**src/rtl/timing_capture.sv**
```systemverilog
// Packs decoded video pixels in pairs into 48-bit FIFO words, tracks the line index and flags length/overflow errors.
// Latency: one write strobe the cycle after the second pixel of a pair; fifo_full drops the word and parks the line in DROP.
module timing_capture #(
    parameter int H_ACTIVE = 1280,
    parameter int V_ACTIVE = 720
) (
    input  logic        clk,
    input  logic        reset,
    input  logic        hvsync_polarity,
    input  logic        hsync,
    input  logic        vsync,
    input  logic        de,
    input  logic [23:0] pixel,
    input  logic        fifo_full,
    input  logic        clr_err,
    output logic        fifo_wr_en,
    output logic [47:0] fifo_din,
    output logic [10:0] line_num,
    output logic        frame_start,
    output logic        line_done,
    output logic        len_err,
    output logic        ovf_err
);

    typedef enum logic [2:0] {
        IDLE,
        WAIT_DE,
        ACTIVE,
        DROP,
        FRAME_DONE
    } state_t;

    localparam logic [10:0] H_MAX  = 11'(H_ACTIVE);
    localparam logic [10:0] V_LAST = 11'(V_ACTIVE - 1);

    state_t      state_q, state_d;
    logic [10:0] cnt_q, cnt_d;
    logic [23:0] hold_q, hold_d;
    logic [10:0] line_num_q, line_num_d;
    logic        frame_start_q, frame_start_d;
    logic        line_done_q, line_done_d;
    logic        fifo_wr_en_q, fifo_wr_en_d;
    logic [47:0] fifo_din_q, fifo_din_d;
    logic        len_err_q, len_err_d;
    logic        ovf_err_q, ovf_err_d;
    logic        vs_q, vs_d;
    logic        de_q, de_d;

    logic        vs_i, hs_i;
    logic        vs_rise, de_rise, de_fall;
    logic        len_set, ovf_set;
    logic [10:0] cnt_inc;

    // Edges compare the live input against its registered copy so a pixel is consumed on the cycle it arrives.
    assign vs_i    = vsync ^ hvsync_polarity;
    assign hs_i    = hsync ^ hvsync_polarity;
    assign vs_rise = vs_i & ~vs_q;
    assign de_rise = de & ~de_q;
    assign de_fall = ~de & de_q;
    assign cnt_inc = (cnt_q == 11'h7FF) ? cnt_q : cnt_q + 11'd1;
    assign vs_d    = vs_i;
    assign de_d    = de;

    always_comb begin
        state_d       = state_q;
        cnt_d         = cnt_q;
        hold_d        = hold_q;
        line_num_d    = line_num_q;
        frame_start_d = 1'b0;
        line_done_d   = 1'b0;
        fifo_wr_en_d  = 1'b0;
        fifo_din_d    = fifo_din_q;
        len_set       = 1'b0;
        ovf_set       = 1'b0;

        if (vs_rise) begin
            state_d       = WAIT_DE;
            line_num_d    = 11'd0;
            cnt_d         = 11'd0;
            frame_start_d = 1'b1;
            if (state_q == ACTIVE || state_q == DROP) begin
                len_set = 1'b1;
            end
        end else begin
            case (state_q)
                WAIT_DE: begin
                    if (de_rise) begin
                        state_d = ACTIVE;
                        cnt_d   = 11'd1;
                        hold_d  = pixel;
                        if (hs_i) begin
                            len_set = 1'b1;
                        end
                    end
                end
                ACTIVE: begin
                    if (de_fall) begin
                        state_d = WAIT_DE;
                        if (cnt_q == H_MAX) begin
                            line_done_d = 1'b1;
                            if (line_num_q == V_LAST) begin
                                state_d = FRAME_DONE;
                            end else begin
                                line_num_d = line_num_q + 11'd1;
                            end
                        end else begin
                            len_set = 1'b1;
                        end
                    end else if (de) begin
                        cnt_d = cnt_inc;
                        // An odd count means one pixel is already held, so this one completes a word.
                        if (cnt_q < H_MAX) begin
                            if (cnt_q[0]) begin
                                if (fifo_full) begin
                                    ovf_set = 1'b1;
                                    state_d = DROP;
                                end else begin
                                    fifo_wr_en_d = 1'b1;
                                    fifo_din_d   = {hold_q, pixel};
                                end
                            end else begin
                                hold_d = pixel;
                            end
                        end
                    end
                end
                DROP: begin
                    if (de_fall) begin
                        state_d = WAIT_DE;
                    end
                end
                default: begin
                end
            endcase
        end

        len_err_d = len_set | (len_err_q & ~clr_err);
        ovf_err_d = ovf_set | (ovf_err_q & ~clr_err);
    end

    always_ff @(posedge clk or negedge reset) begin
        if (!reset) begin
            state_q       <= IDLE;
            cnt_q         <= 11'd0;
            hold_q        <= 24'd0;
            line_num_q    <= 11'd0;
            frame_start_q <= 1'b0;
            line_done_q   <= 1'b0;
            fifo_wr_en_q  <= 1'b0;
            fifo_din_q    <= 48'd0;
            len_err_q     <= 1'b0;
            ovf_err_q     <= 1'b0;
            vs_q          <= 1'b0;
            de_q          <= 1'b0;
        end else begin
            state_q       <= state_d;
            cnt_q         <= cnt_d;
            hold_q        <= hold_d;
            line_num_q    <= line_num_d;
            frame_start_q <= frame_start_d;
            line_done_q   <= line_done_d;
            fifo_wr_en_q  <= fifo_wr_en_d;
            fifo_din_q    <= fifo_din_d;
            len_err_q     <= len_err_d;
            ovf_err_q     <= ovf_err_d;
            vs_q          <= vs_d;
            de_q          <= de_d;
        end
    end

    assign fifo_wr_en  = fifo_wr_en_q;
    assign fifo_din    = fifo_din_q;
    assign line_num    = line_num_q;
    assign frame_start = frame_start_q;
    assign line_done   = line_done_q;
    assign len_err     = len_err_q;
    assign ovf_err     = ovf_err_q;

endmodule
```
**config.mk**
```make
export PLATFORM = sky130hd
export DESIGN_NAME = timing_capture
export DESIGN_NICKNAME = d
export VERILOG_FILES = /design/src/rtl/timing_capture.sv
export SDC_FILE = /design/constraint.sdc
export NUM_CORES = 1
export LEC_CHECK = 0
export BUFFER_PORTS_ARGS = -buffer_cell sky130_fd_sc_hd__buf_4
export CAP_MARGIN = 15
export CORE_ASPECT_RATIO = 0.5
export CORE_UTILIZATION = 45
export DETAILED_ROUTE_END_ITERATION = 10
export GPL_TIMING_DRIVEN = 1
export PLACE_DENSITY = 0.76
export SLEW_MARGIN = 20
export SYNTH_ARGS = -nofsm -noshare
export SYNTH_HDL_FRONTEND = slang
export SYNTH_SLANG_ARGS = --single-unit
```
**constraint.sdc**
```tcl
create_clock -name clk -period 3.7 [get_ports clk]
set_clock_uncertainty 0.2 [all_clocks]
set_input_delay 0.74 -clock clk [delete_from_list [all_inputs] [get_ports clk]]
set_output_delay 0.74 -clock clk [all_outputs]
set_load 0.03 [all_outputs]
```
==> results by group <==
Outcome
  – Run status: complete, no violations

Clocking
  – Clock H-tree levels: 3
  – CTS root buf: clkbuf_16
  – Sink Count: 104
  – Post CTS Setup Buffer Count: 0
  – TritonCTS clock tree: built
  – Skew-Pair Late Insertion Delay: 0.34 ns
  – Maximum buffer depth of the clock tree: 2
  – Total CTS buffers: 9
  – Count of cells resized by post-cts repair: 0
  – Reg clk slew, reported paths: around 0.070 ns
  – Cts hold-fix bufs: 0

Die
  – Initial Util: 0.4791
  – Total die area: roughly 11,000 um^2
  – Die Y: about 74 um
  – Core ar.: around 9800 um^2
  – # rows: 25
  – Die W: 146.2 um
  – # IOs: 96

Critical path
  – Worst endpoint data arrival time: 2.61 ns
  – Startpoint class of the critical path: primary input
  – Worst r2r path cells: 6
  – FF-to-FF End: line_num[5]$_DFFE_PN0P_
  – Worst R2R Start: cnt_q[0]$_DFFE_PN0P_
  – Worst-path fanout max: 24
  – Crit-path max cell delay: ~0.38 ns
  – Slowest CP cell: mux2_2
  – Critical Path RT: 3.73 ns
  – Critical Path, Cell by Cell: buf_4, xnor2_2, inv_2, nand2b_2, inv_2, nor4_4, buf_4, mux2_2
  – Delay-heaviest family, CP: buffers and inverters
  – CP Class: in -> reg
  – Flop2flop setup slack: around 1.3 ns
  – Worst Path Buf+Inv: 4
  – Critical Path Sink Type: register

STA
  – Final setup violation count: 0
  – Min Hold Slack: roughly 0.28 ns
  – Rel. slew slack: 0.3672
  – Final worst path period share: 0.6972
  – Least-Margin Pin Slew: 0.9492 ns
  – Final WS setup: 1.120 ns
  – Fmax: 387.6 MHz
  – Max Slew Vio Count: 0
  – Setup TNS: 0 ns
  – Min cycle time layout: 2.580 ns
  – RSZ-0062 raised after global routing: false
  – Hold Violations, Final: 0

GRT
  – Initial antenna violation count: 0
  – Number of global-route vias before repair: 3,061
  – Largest net degree at the start of global routing: 75
  – Global-route wire length before repair: about 15 mm
  – GRT Overall Usage: 0.1800
  – Total gr overflow: 0

Drt
  – Vias per cell: 5.439
  – Vias: roughly 3,200
  – Routed Wire Length: 9.196 mm
  – Met3 wire length: 286 um
  – Drt first pass iters: 4
  – Iteration-0 DRC Markers: roughly 220
  – Met1 WL: 4.354 mm
  – DRC viols: 0
  – Met2 wire len: 4.453 mm
  – Post-route ant nets: 0
  – Routed wire per std cell: 15.77 um
  – Top routing layer in use: met4

Logic synthesis
  – #FFs+latches synth: 104
  – Synthesized net count: 386
  – Sequential cell area fraction in the yosys report: 0.5566
  – Synth top area cells: dfrtp_1, mux2_2, mux2_1
  – Yosys top cell by area: dfrtp_1
  – Predominant post-synthesis flop cell: dfrtp_1
  – Mean Syn Cell Area: 13.32 um^2
  – Mapped Area: between 4000 and 5000 um^2
  – Ys async rst share: 1.000
  – Mapped Cells: 351
  – Post-synth EDFFs: 0
  – Yosys Warn Count: 0
  – Post-synth top area share: 0.5566
  – Netlist cell types: 64

Power and ir drop
  – Max rail drop VDD: 0.0002737 V
  – Lkg Pwr: 2.724 nW
  – Power, Total: 4.299 mW
  – Power Density: 740.5 nW/um^2

Finish
  – Leading cell type in the layout, fill and taps excluded: dfrtp_1
  – Filler cells: 788
  – Final Util: 0.5949
  – Final net count: around 480
  – Finished Layout Cells: 583
  – N_diodes: 0
  – Design Area, Final: 5806 um^2
  – Layout cell share with drive strength beyond 1: 0.4040
  – Synth-to-layout area growth: 24.16%
  – Reg area: 2603 um^2
  – Most frequent cells in the layout: dfrtp_1, buf_4, mux2_2
  – Multi-input logic area: around 1900 um^2

Flow run
  – Max Cap Violations: 0

Place
  – Placed cells: around 570
  – Port buffer count: 95
  – Detailed placer's ending HPWL: about 6.3 mm
  – Place WS: 0.7611 ns
  – Post-DP Area: 5480 um^2
  – GPL Wtd Cong: between 0.8 and 0.9

Min path
  – Hold Path Stages: 1
  – Hold worst-path end: hold_q[12]$_DFFE_PN0P_
  – Min-Delay Startpoint: hold_q[12]$_DFFE_PN0P_
  – Hold WC Path Type: reg -> reg
cell type report:
class                      count  share of cell area
inverter                      12            0.007759
clock buffer                  10             0.04116
timing repair buffer          99              0.1302
multi-input combinational    218              0.3287
sequential                   104              0.4483
tap                          135             0.02909
clock inverter                 5             0.01487
routing by layer:
metal  vias up  track usage
met5         -            0
met4         0      0.06250
met3        10      0.03926
met2        61       0.2995
met1      1596       0.2390
li1       1504            -
Yosys cell counts (3+ instances only):
cell type,instances
and3_1,4
or3_1,5
nor3b_1,3
buf_6,3
buf_4,3
o21ai_0,9
mux2_1,20
a21oi_1,13
or4_1,5
nand3_1,11
a41oi_1,3
mux2_2,43
o311ai_0,4
inv_1,10
nand2_1,11
nand4_1,5
nand2b_1,5
ha_1,3
mux2_4,9
a31oi_1,7
buf_2,5
clkbuf_1,5
o41ai_1,3
o31ai_1,4
and4_1,4
dfrtp_1,104
flip-flops by register name (all words and copies together) (netlist names):
register and cells:
line_num 11, fifo_din 48, frame_start 1, len_err 1, ovf_err 1, vs_q 1, line_done 1, cnt_q 11
state_q 3, fifo_wr_en 1, de_q 1, hold_q 24
where the power goes:
group / switching, mW / internal [mW] / leakage (nW)
logic: 0.843 / 0.681 / 1.19
registers: 0.221 / 1.53 / 1.37
clock network: 0.409 / 0.614 / 0.160
cells by family after synthesis:
family,Yosys count,share of synthesized area
flip-flops,104,0.5566
multiplexers,74,0.1849
AND/OR/NAND/NOR,74,0.1121
AO/OA/AOI/OAI,64,0.09580
buffers and inverters,29,0.03532
XOR/XNOR,3,0.007227
adder cells (fa/ha/maj),3,0.008029
worst max path at each step:
stage	start	endpoint	slack, ns	cells after the start
final	hvsync_polarity	hold_q[1]$_DFFE_PN0P_	1.12	8
after CTS	hvsync_polarity	hold_q[22]$_DFFE_PN0P_	1.11	8
after floorplan	hvsync_polarity	hold_q[10]$_DFFE_PN0P_	1.31	7
after detailed placement	hvsync_polarity	hold_q[22]$_DFFE_PN0P_	0.76	8
after global routing	hvsync_polarity	hold_q[1]$_DFFE_PN0P_	0.97	8
after global placement	hvsync_polarity	hold_q[2]$_DFFE_PN0P_	0.86	8
No activity file was read; power rests on OpenSTA's default activity.
